<file path="src/rtl/usb_rx_pkg.sv">
// rtl/usb_rx_pkg.sv - shared timing constants, state type and phase helper for the USB receive timer
//
// Holds the bit-period geometry (8 clocks per USB bit at 96 MHz), the sample
// phase within a bit, the bit-stuffing run length and the receive FSM state
// type. All of these are used by usb_rx_timer.
package usb_rx_pkg;

  localparam int BIT_PERIOD = 8;
  localparam int SAMPLE_PT  = 3;
  localparam int MAX_ONES   = 6;

  localparam int PHASE_W = $clog2(BIT_PERIOD);
  localparam int ONES_W  = 3;

  typedef enum logic [1:0] {
    IDLE   = 2'd0,
    SAMPLE = 2'd1,
    STUFF  = 2'd2
  } rx_state_t;

  // Free-running phase advance: 0,1,..,BIT_PERIOD-1,0,...
  function automatic logic [PHASE_W-1:0] next_phase(input logic [PHASE_W-1:0] phase);
    if (phase == PHASE_W'(BIT_PERIOD - 1)) begin
      return '0;
    end
    return phase + 1'b1;
  endfunction

endpackage

</file>
<file path="src/rtl/usb_rx_timer_if.sv">
// rtl/usb_rx_timer_if.sv - bit-timing bundle between the USB receive front end and the timer
//
// Signals:
//   d_edge        front end -> timer  one-cycle pulse on any d_plus transition
//   rcving        front end -> timer  high while a packet is being received
//   d_orig        front end -> timer  NRZI-decoded bit
//   shift_enable  timer -> front end  strobe to decode and the rx shift register
//   byte_received timer -> front end  pulse after 8 data bits have been shifted
//   stuff_err     timer -> front end  pulse when a stuffed-bit position carried a 1
// master: the receive front end; slave: usb_rx_timer.
interface usb_rx_timer_if;

  logic d_edge;
  logic rcving;
  logic d_orig;
  logic shift_enable;
  logic byte_received;
  logic stuff_err;

  modport master (
    output d_edge,
    output rcving,
    output d_orig,
    input  shift_enable,
    input  byte_received,
    input  stuff_err
  );

  modport slave (
    input  d_edge,
    input  rcving,
    input  d_orig,
    output shift_enable,
    output byte_received,
    output stuff_err
  );

endinterface

</file>
<file path="src/rtl/flex_counter.sv">
// rtl/flex_counter.sv - parameterised up-counter with synchronous clear and rollover strobe
//
// Ports:
//   clk           system clock
//   n_rst         asynchronous active-low reset, clears the count
//   clear         synchronous clear, wins over counting
//   count_enable  advance the count by one this cycle
//   rollover_val  number of counts per wrap; the count runs 0..rollover_val-1
//   rollover_flag high in the cycle whose count_enable wraps the count to 0
module flex_counter #(
  parameter int NUM_CNT_BITS = 4
) (
  input  logic                    clk,
  input  logic                    n_rst,
  input  logic                    clear,
  input  logic                    count_enable,
  input  logic [NUM_CNT_BITS-1:0] rollover_val,
  output logic                    rollover_flag
);

  logic [NUM_CNT_BITS-1:0] count_q;

  // Combinational so the owner can register its own one-cycle pulse from it.
  assign rollover_flag = count_enable && !clear && (count_q == rollover_val - 1'b1);

  always_ff @(posedge clk or negedge n_rst) begin
    if (!n_rst) begin
      count_q <= '0;
    end else if (clear || rollover_flag) begin
      count_q <= '0;
    end else if (count_enable) begin
      count_q <= count_q + 1'b1;
    end
  end

endmodule

</file>
<file path="src/rtl/usb_rx_timer.sv">
// rtl/usb_rx_timer.sv - USB full-speed receive bit timer with bit-stuff removal and byte framing
//
// Ports:
//   clk    96 MHz system clock, 8 clocks per USB bit
//   n_rst  asynchronous active-low reset
//   bus    usb_rx_timer_if.slave:
//            d_edge, rcving, d_orig in; shift_enable, byte_received, stuff_err out
//
// A 3-bit phase counter tracks position inside the current bit and is pulled
// to 1 on every line edge, so the sample point (phase 3) sits near mid-bit.
// After six consecutive 1s the next sample point is the stuffed bit: it is
// consumed without a shift_enable and flagged on stuff_err if it is a 1.
module usb_rx_timer
  import usb_rx_pkg::*;
(
  input  logic           clk,
  input  logic           n_rst,
  usb_rx_timer_if.slave  bus
);

  localparam logic [PHASE_W-1:0] SAMPLE_PHASE = PHASE_W'(SAMPLE_PT);
  localparam logic [PHASE_W-1:0] EDGE_PHASE   = PHASE_W'(1);
  localparam logic [ONES_W-1:0]  ONES_LIMIT   = ONES_W'(MAX_ONES);
  localparam logic [ONES_W-1:0]  ONES_LAST    = ONES_W'(MAX_ONES - 1);
  localparam logic [3:0]         BITS_PER_BYTE = 4'd8;

  rx_state_t          state_q;
  logic [PHASE_W-1:0] phase_q;
  logic [ONES_W-1:0]  ones_q;
  logic               stuff_err_q;
  logic               byte_received_q;
  logic               sample_pt;
  logic               byte_done;

  assign sample_pt = bus.rcving && (phase_q == SAMPLE_PHASE);

  // Combinational so the decode stage sees the strobe in the sample cycle itself.
  assign bus.shift_enable  = sample_pt && (state_q == SAMPLE);
  assign bus.byte_received = byte_received_q;
  assign bus.stuff_err     = stuff_err_q;

  // Phase counter. An edge on the sample cycle still lets that cycle sample
  // (sample_pt uses the current phase); only the next phase is resynchronised.
  always_ff @(posedge clk or negedge n_rst) begin
    if (!n_rst) begin
      phase_q <= '0;
    end else if (!bus.rcving) begin
      phase_q <= '0;
    end else if (bus.d_edge) begin
      phase_q <= EDGE_PHASE;
    end else begin
      phase_q <= next_phase(phase_q);
    end
  end

  // Receive FSM with ones-run tracking and registered output pulses.
  always_ff @(posedge clk or negedge n_rst) begin
    if (!n_rst) begin
      state_q         <= IDLE;
      ones_q          <= '0;
      stuff_err_q     <= 1'b0;
      byte_received_q <= 1'b0;
    end else begin
      stuff_err_q     <= 1'b0;
      byte_received_q <= byte_done;
      if (!bus.rcving) begin
        state_q <= IDLE;
        ones_q  <= '0;
      end else begin
        case (state_q)
          IDLE: begin
            state_q <= SAMPLE;
            ones_q  <= '0;
          end
          SAMPLE: begin
            if (sample_pt) begin
              if (!bus.d_orig) begin
                ones_q <= '0;
              end else if (ones_q == ONES_LAST) begin
                ones_q  <= ONES_LIMIT;
                state_q <= STUFF;
              end else begin
                ones_q <= ones_q + 1'b1;
              end
            end
          end
          STUFF: begin
            // The stuffed bit is dropped either way; a 1 here is a line error.
            if (sample_pt) begin
              ones_q      <= '0;
              state_q     <= SAMPLE;
              stuff_err_q <= bus.d_orig;
            end
          end
          default: begin
            state_q <= IDLE;
            ones_q  <= '0;
          end
        endcase
      end
    end
  end

  // Bit counter only sees real data shifts, so stuffed bits never count.
  flex_counter #(
    .NUM_CNT_BITS (4)
  ) u_bit_cnt (
    .clk           (clk),
    .n_rst         (n_rst),
    .clear         (!bus.rcving),
    .count_enable  (bus.shift_enable),
    .rollover_val  (BITS_PER_BYTE),
    .rollover_flag (byte_done)
  );

endmodule
</file>
<file path="src/flat_wrapper.sv">
// flat-port wrapper written by rule: the top's interface ports become plain ports
module usb_rx_timer_flat import usb_rx_pkg::*;
  (clk, n_rst, bus_d_edge, bus_rcving, bus_d_orig, bus_shift_enable, bus_byte_received, bus_stuff_err);
  usb_rx_timer_if bus_i ();
  input  logic clk;
  input  logic n_rst;
  input wire logic [$bits(bus_i.d_edge)-1:0] bus_d_edge;
  input wire logic [$bits(bus_i.rcving)-1:0] bus_rcving;
  input wire logic [$bits(bus_i.d_orig)-1:0] bus_d_orig;
  output wire logic [$bits(bus_i.shift_enable)-1:0] bus_shift_enable;
  output wire logic [$bits(bus_i.byte_received)-1:0] bus_byte_received;
  output wire logic [$bits(bus_i.stuff_err)-1:0] bus_stuff_err;
  assign bus_i.d_edge = bus_d_edge;
  assign bus_i.rcving = bus_rcving;
  assign bus_i.d_orig = bus_d_orig;
  assign bus_shift_enable = bus_i.shift_enable;
  assign bus_byte_received = bus_i.byte_received;
  assign bus_stuff_err = bus_i.stuff_err;
  usb_rx_timer u_core (.clk(clk), .n_rst(n_rst), .bus(bus_i));
endmodule
</file>
<file path="config.mk">
export PLATFORM = sky130hd
export DESIGN_NAME = usb_rx_timer_flat
export DESIGN_NICKNAME = d
export VERILOG_FILES = /design/src/rtl/usb_rx_pkg.sv /design/src/rtl/usb_rx_timer_if.sv /design/src/rtl/flex_counter.sv /design/src/rtl/usb_rx_timer.sv /design/src/flat_wrapper.sv
export SDC_FILE = /design/constraint.sdc
export NUM_CORES = 1
export LEC_CHECK = 0
export CELL_PAD_IN_SITES_DETAIL_PLACEMENT = 1
export CELL_PAD_IN_SITES_GLOBAL_PLACEMENT = 1
export CORE_MARGIN = 4
export CORE_UTILIZATION = 35
export CTS_CLUSTER_DIAMETER = 80
export CTS_CLUSTER_SIZE = 20
export DETAILED_ROUTE_END_ITERATION = 7
export PLACE_DENSITY = 0.65
export SYNTH_ARGS = -nofsm -noshare
export SYNTH_HDL_FRONTEND = slang
export SYNTH_SLANG_ARGS = --single-unit
</file>
<file path="constraint.sdc">
create_clock -name clk -period 1.55 [get_ports clk]
set_clock_uncertainty 0.05 [all_clocks]
set_input_delay 0.31 -clock clk [delete_from_list [all_inputs] [get_ports clk]]
set_output_delay 0.31 -clock clk [all_outputs]
set_load 0.05 [all_outputs]
</file>
# Yosys cells after proc, flatten, opt, wreduce, memory -nomap -nowiden
# Cells that the tools add are included.
# op_classes
reduce_logical,10
n_mux,24
n_addsub,3
eq_ne,10
# op_table
cell,count
$mux W3,9
$mux W2,5
$mux W4,2
$add A3 B1 Y3 const B,2
$eq A3 B3 Y1 const B,2
$mux W1,6
$ne A3 B2 Y1 const B,2
$ne A3 B3 Y1 const B,2
$pmux W2 S3,1
$pmux W3 S2,1
$add A4 B1 Y4 const B,1
$eq A4 B3 Y1 const B,1
$logic_and A1 B1 Y1,4
$reduce_and A4 Y1,1
$eq A3 B2 Y1 const B,1
$eq A2 B1 Y1 const B,1
$eq A2 B2 Y1 const B,1
$logic_not A2 Y1,1
$reduce_and A2 Y1,1
$reduce_bool A2 Y1,1
$logic_not A1 Y1,1
$logic_or A1 B1 Y1,1
# totals
elab_cells,53
register_bits,14

# Logic depth before layout (Yosys ltp)
# logic_depth
ltp_word,7
depth_mapped,6
mapped_depth_nobuf,5

# Hierarchy
# Synthesis repeated with hierarchy kept, for this count alone.
# hier_totals
hier_cells,77
hier_area_um2,813.3
# modules_own_cells
mod,area_each_um2,instances,seq_area_each_um2,cells_per_inst
usb_rx_timer,510.5,1,250.2,50
flex_counter,302.8,1,100.1,27

# Worst setup path after synthesis
# Ideal clock, no wire load.
# synth_path
path_kind,reg-to-reg
from,register u_core.phase_q[0]
to,register u_core.u_bit_cnt.count_q[3]
period_less_slack_ns,1.616
required_ns,1.421
path_slack_ns,-0.066
arrival_time_ns,1.487
stages_incl_launch_ff,7
n_path_buf,1
cell_sequence,dfrtp_1 > ha_1 > ha_1 > and4b_1 > buf_4 > nand4_1 > mux2i_1
# synth_between
elab_chain_cells,7
# synth_lines
item,line_no,text
"start, declared",usb_rx_timer.sv:28,logic [PHASE_W-1:0] phase_q;
"start signal, assigned",usb_rx_timer.sv:52,phase_q <= next_phase(phase_q);
$eq A3 B2 Y1 (*),usb_rx_timer.sv:35,assign sample_pt = bus.rcving && (phase_q == SAMPLE_PHASE);
$logic_and A1 B1 Y1 (*),usb_rx_timer.sv:35,
$logic_and A1 B1 Y1 (*),usb_rx_timer.sv:38,assign bus.shift_enable = sample_pt && (state_q == SAMPLE);
via bus_shift_enable,flat_wrapper.sv:10,output wire logic [$bits(bus_i.shift_enable)-1:0] bus_shift_enable;
$logic_and A1 B1 Y1 (2 in series),flex_counter.sv:24,assign rollover_flag = count_enable && !clear && (count_q == rollover_val - 1'b1);
$logic_or A1 B1 Y1,flex_counter.sv:29,end else if (clear || rollover_flag) begin
$mux W4 or $reduce_bool A2 Y1 (tied branches),--,
"end signal, assigned",flex_counter.sv:32,count_q <= count_q + 1'b1;
"end, declared",flex_counter.sv:21,logic [NUM_CNT_BITS-1:0] count_q;
# Mark *: on every way through the listed nets, which the timed path passes. The rest lies on a longest branch.
# A chain may end at the register's enable or synchronous reset.

# Worst setup path after layout
# layout_path
from,register u_core.phase_q[0]
to,output bus_shift_enable
# layout_between
elab_chain_cells,3
# layout_lines
item,line_no
$eq A3 B2 Y1,usb_rx_timer.sv:35
$logic_and A1 B1 Y1,usb_rx_timer.sv:35
$logic_and A1 B1 Y1,usb_rx_timer.sv:38
"end, declared",flat_wrapper.sv:10
# Every way passes these cells.

==> flow_metrics.env <==
export IMPL_outcome="complete, but fails checks"
export IMPL_violations="negative setup slack"
export IMPL_grt_busiest_layer="met2"
export IMPL_synth_fa_ha_area_share_pct=10.3
export IMPL_antenna_found_initial=0
export IMPL_postCtsHoldBufs=0
export IMPL_synthSimpleGateAreaFrac_pct=24.1
export IMPL_cts_sinks=14
export IMPL_die_area_um2=2880
export IMPL_cpMostUsedCell="ha_4"
export IMPL_vias=576
export IMPL_cap_viol_max_count=0
export IMPL_synth_compound_area_share_pct=7.53
export IMPL_portBuffers=7
export IMPL_drv_slew=0
export IMPL_crit_path_end_kind="primary output"
export IMPL_fillCellCount=215
export IMPL_critPathMaxStageDelay_ps=410
export IMPL_max_freq_ghz=0.565
export IMPL_critPathRequiredTime_ps=1190
export IMPL_via_per_inst=4.92
export IMPL_path_class="reg2out"
export IMPL_cp_data_arrival_time_ps=1410
export IMPL_io_pin_count=8
export IMPL_synthMuxAreaShare_pct=5.82
export IMPL_drtIter0Drc=3
export IMPL_crit_family="flip-flops"
export IMPL_synth_most_common_cell="dfrtp_1"
export IMPL_grt_usage_pct=13.0
export IMPL_use_met3_pct=5.26
export IMPL_dpl_instance_area_um2=931
export IMPL_synth_edff_count=0
export IMPL_critPathBufInv=1
export IMPL_irDropWorstVdd_uv=547
export IMPL_grt_max_degree=15
export IMPL_path_clk_slew_ps=80
export IMPL_ant_nets=0
export IMPL_worst_slew_pin_transition_ps=215
export IMPL_multi_input_area_um2=384
export IMPL_crit_start="u_core.phase_q[0]$_DFF_PN0_"
export IMPL_syn2layout_area_growth_pct=39.4
export IMPL_fp_dieH_um=53.7
export IMPL_synth_fp_nets=78
export IMPL_synth_top_family_by_area="simple AND/OR/NAND/NOR gates"
export IMPL_power_leakage_nw=0.469
export IMPL_slowest_stage="dfrtp_1"
export IMPL_place_hpwl_mm=1.12
export IMPL_synth_flop_cell="dfrtp_1"
export IMPL_setup_ws_ps=-221
export IMPL_final_area_um2=1020
export IMPL_yosys_warnings=0
export IMPL_syn_avg_cell_area_um2=10.9
export IMPL_fp_row_count=16
export IMPL_grt_setup_unrepaired="yes"
export IMPL_grt_pass1_wl_mm=2.62
export IMPL_root_buffer="clkbuf_4"
export IMPL_yosysSeqAreaShare_pct=47.9
export IMPL_critical_path_cell_chain="ha_4, ha_4, and4b_2, buf_12"
export IMPL_clk_path_buf_depth=2
export IMPL_dr_pass1_iters=2
export IMPL_slew_limit_headroom_pct=85.5
export IMPL_r2r_start="u_core.phase_q[0]$_DFF_PN0_"
export IMPL_setup_violations=6
export IMPL_diodes=0
export IMPL_finalCriticalPeriod_ps=1770
export IMPL_register_area_um2=350
export IMPL_overflow=0
export IMPL_totalWireLength_mm=1.54
export IMPL_gp_congestion=0.763
export IMPL_clock_latency_ps=270
export IMPL_use_met1_pct=15.5
export IMPL_cts_tree="built"
export IMPL_synth_common_cells="dfrtp_1, nand2_1, ha_1, nor3b_1"
export IMPL_use_met2_pct=21.4
export IMPL_synth_largest_area_cell="dfrtp_1"
export IMPL_synth_top_area_share_pct=47.9
export IMPL_ys_async_sr_fraction_pct=100
export IMPL_nNetsFinal=103
export IMPL_hold_path_class="in2async"
export IMPL_fin_crit_sh_pct=114
export IMPL_synth_xor_area_share_pct=1.20
export IMPL_crit_fanout=3
export IMPL_hold_viol_final=0
export IMPL_synth_cell_area_um2=731
export IMPL_first_global_vias=598
export IMPL_synth_seq_cells=14
export IMPL_drc=0
export IMPL_setup_tns_ps=-680
export IMPL_synth_cell_types=26
export IMPL_drive_gt1_share_pct=28.9
export IMPL_synth_top_cells_by_area="dfrtp_1, ha_1, nor3b_1, nand2_1, mux2_1"
export IMPL_die_w_um=53.7
export IMPL_final_util_pct=51.4
export IMPL_start_util_pct=36.9
export IMPL_synthesis_instances=67
export IMPL_cts_buffers=3
export IMPL_p_per_area_nw_per_um2=643
export IMPL_detail_route_wl_per_cell_um=13.1
export IMPL_startpoint_type="flip-flop"
export IMPL_core_um2=1980
export IMPL_htreeDepth=1
==> cells in the final DEF, fill, tap and decap left out <==
| master | n |
|---|---|
| xor2_1 | 1 |
| a21oi_1 | 1 |
| mux2i_1 | 2 |
| a221oi_1 | 1 |
| o22ai_1 | 1 |
| dfrtp_1 | 14 |
| o21ai_1 | 1 |
| nand3_1 | 2 |
| or3b_2 | 1 |
| nor3b_1 | 6 |
| nand4_1 | 2 |
| nand2_1 | 8 |
| nor2_1 | 3 |
| buf_6 | 1 |
| clkbuf_4 | 3 |
| ha_4 | 2 |
| nand3b_1 | 2 |
| mux2_1 | 2 |
| nand4b_1 | 1 |
| nor2b_1 | 1 |
| o21a_1 | 3 |
| ha_1 | 4 |
| and4b_2 | 1 |
| nor4bb_1 | 1 |
| o21bai_1 | 1 |
| inv_1 | 3 |
| buf_4 | 14 |
| buf_12 | 3 |
| and2b_2 | 1 |
| clkdlybuf4s50_1 | 4 |
==> power by group <==
group	leakage (nW)	total [W]	switching [W]	internal [W]
logic	0.265	0.0000794	0.0000337	0.0000457
clock network	0.0138	0.000197	0.000107	0.0000899
registers	0.190	0.000379	0.00000686	0.000372
==> worst paths after layout <==
| check | to | slack (ps) | cells past startpoint |
|---|---|---|---|
| max | bus_shift_enable | -220 | 4 |
| min | u_core.bus.byte_received$_DFF_PN0_ | 290 | 2 |
| max reg2reg | u_core.u_bit_cnt.count_q[1]$_DFFE_PN0P_ | -140 | 8 |
| min reg2reg | u_core.u_bit_cnt.count_q[2]$_DFFE_PN0P_ | 470 | 1 |
| max in group asynchronous | u_core.state_q[1]$_DFFE_PN0P_ | 990 | 2 |
| min in group clk | u_core.u_bit_cnt.count_q[2]$_DFFE_PN0P_ | 470 | 1 |
==> through the flow <==
| step | hold slack (ps) | power, W | setup slack, ps | instances |
|---|---|---|---|---|
| after global placement | 449 | 0.000455 | -102 | 109 |
| final | 294 | 0.000655 | -221 | 117 |
| after floorplan | -35.6 | 0.000412 | 15.2 | 67 |
| after global routing | 285 | 0.000697 | -288 | 117 |
| after CTS | 287 | 0.000664 | -248 | 114 |
| after detailed placement | 460 | 0.000456 | -152 | 109 |
==> sequential cells by signal, indices dropped and copies added, names as in the netlist <==
name	count
u_core.u_bit_cnt.count_q	4
u_core.phase_q	3
u_core.ones_q	3
u_core.bus.stuff_err	1
u_core.state_q	2
u_core.bus.byte_received	1
==> repair_timing <==
item,4_1_cts,5_1_grt
setup buffers,2,3
gates resized for setup,4,2
endpoints found under the setup margin,3,6
pin swaps,2,0
==> cell families (layout without fill, tap and decap cells) <==
| group | count (synthesis) | in the layout |
|---|---|---|
| AO/OA/AOI/OAI | 8 | 8 |
| XOR/XNOR | 1 | 1 |
| flip-flops | 14 | 14 |
| AND/OR/NAND/NOR | 29 | 29 |
| buffers and inverters | 5 | 28 |
| adder cells (fa/ha/maj) | 6 | 6 |
| multiplexers | 4 | 4 |
==> final cells by class <==
cell class | instances | share of cell area (%)
Timing Repair Buffer | 22 | 21.3
Inverter | 3 | 1.11
Tap cell | 27 | 3.32
Clock buffer | 3 | 2.21
Sequential cell | 14 | 34.4
Multi-Input combinational cell | 48 | 37.7
==> layer usage <==
metal | up-vias | routed length, um | share of wire, %
met5 | - | 0 | 0
met4 | 0 | 10 | 0.65
met3 | 2 | 54 | 3.5
met2 | 5 | 805 | 52
met1 | 285 | 666 | 43
li1 | 284 | - | -
Note: power is estimated with default switching activity, not from simulation.
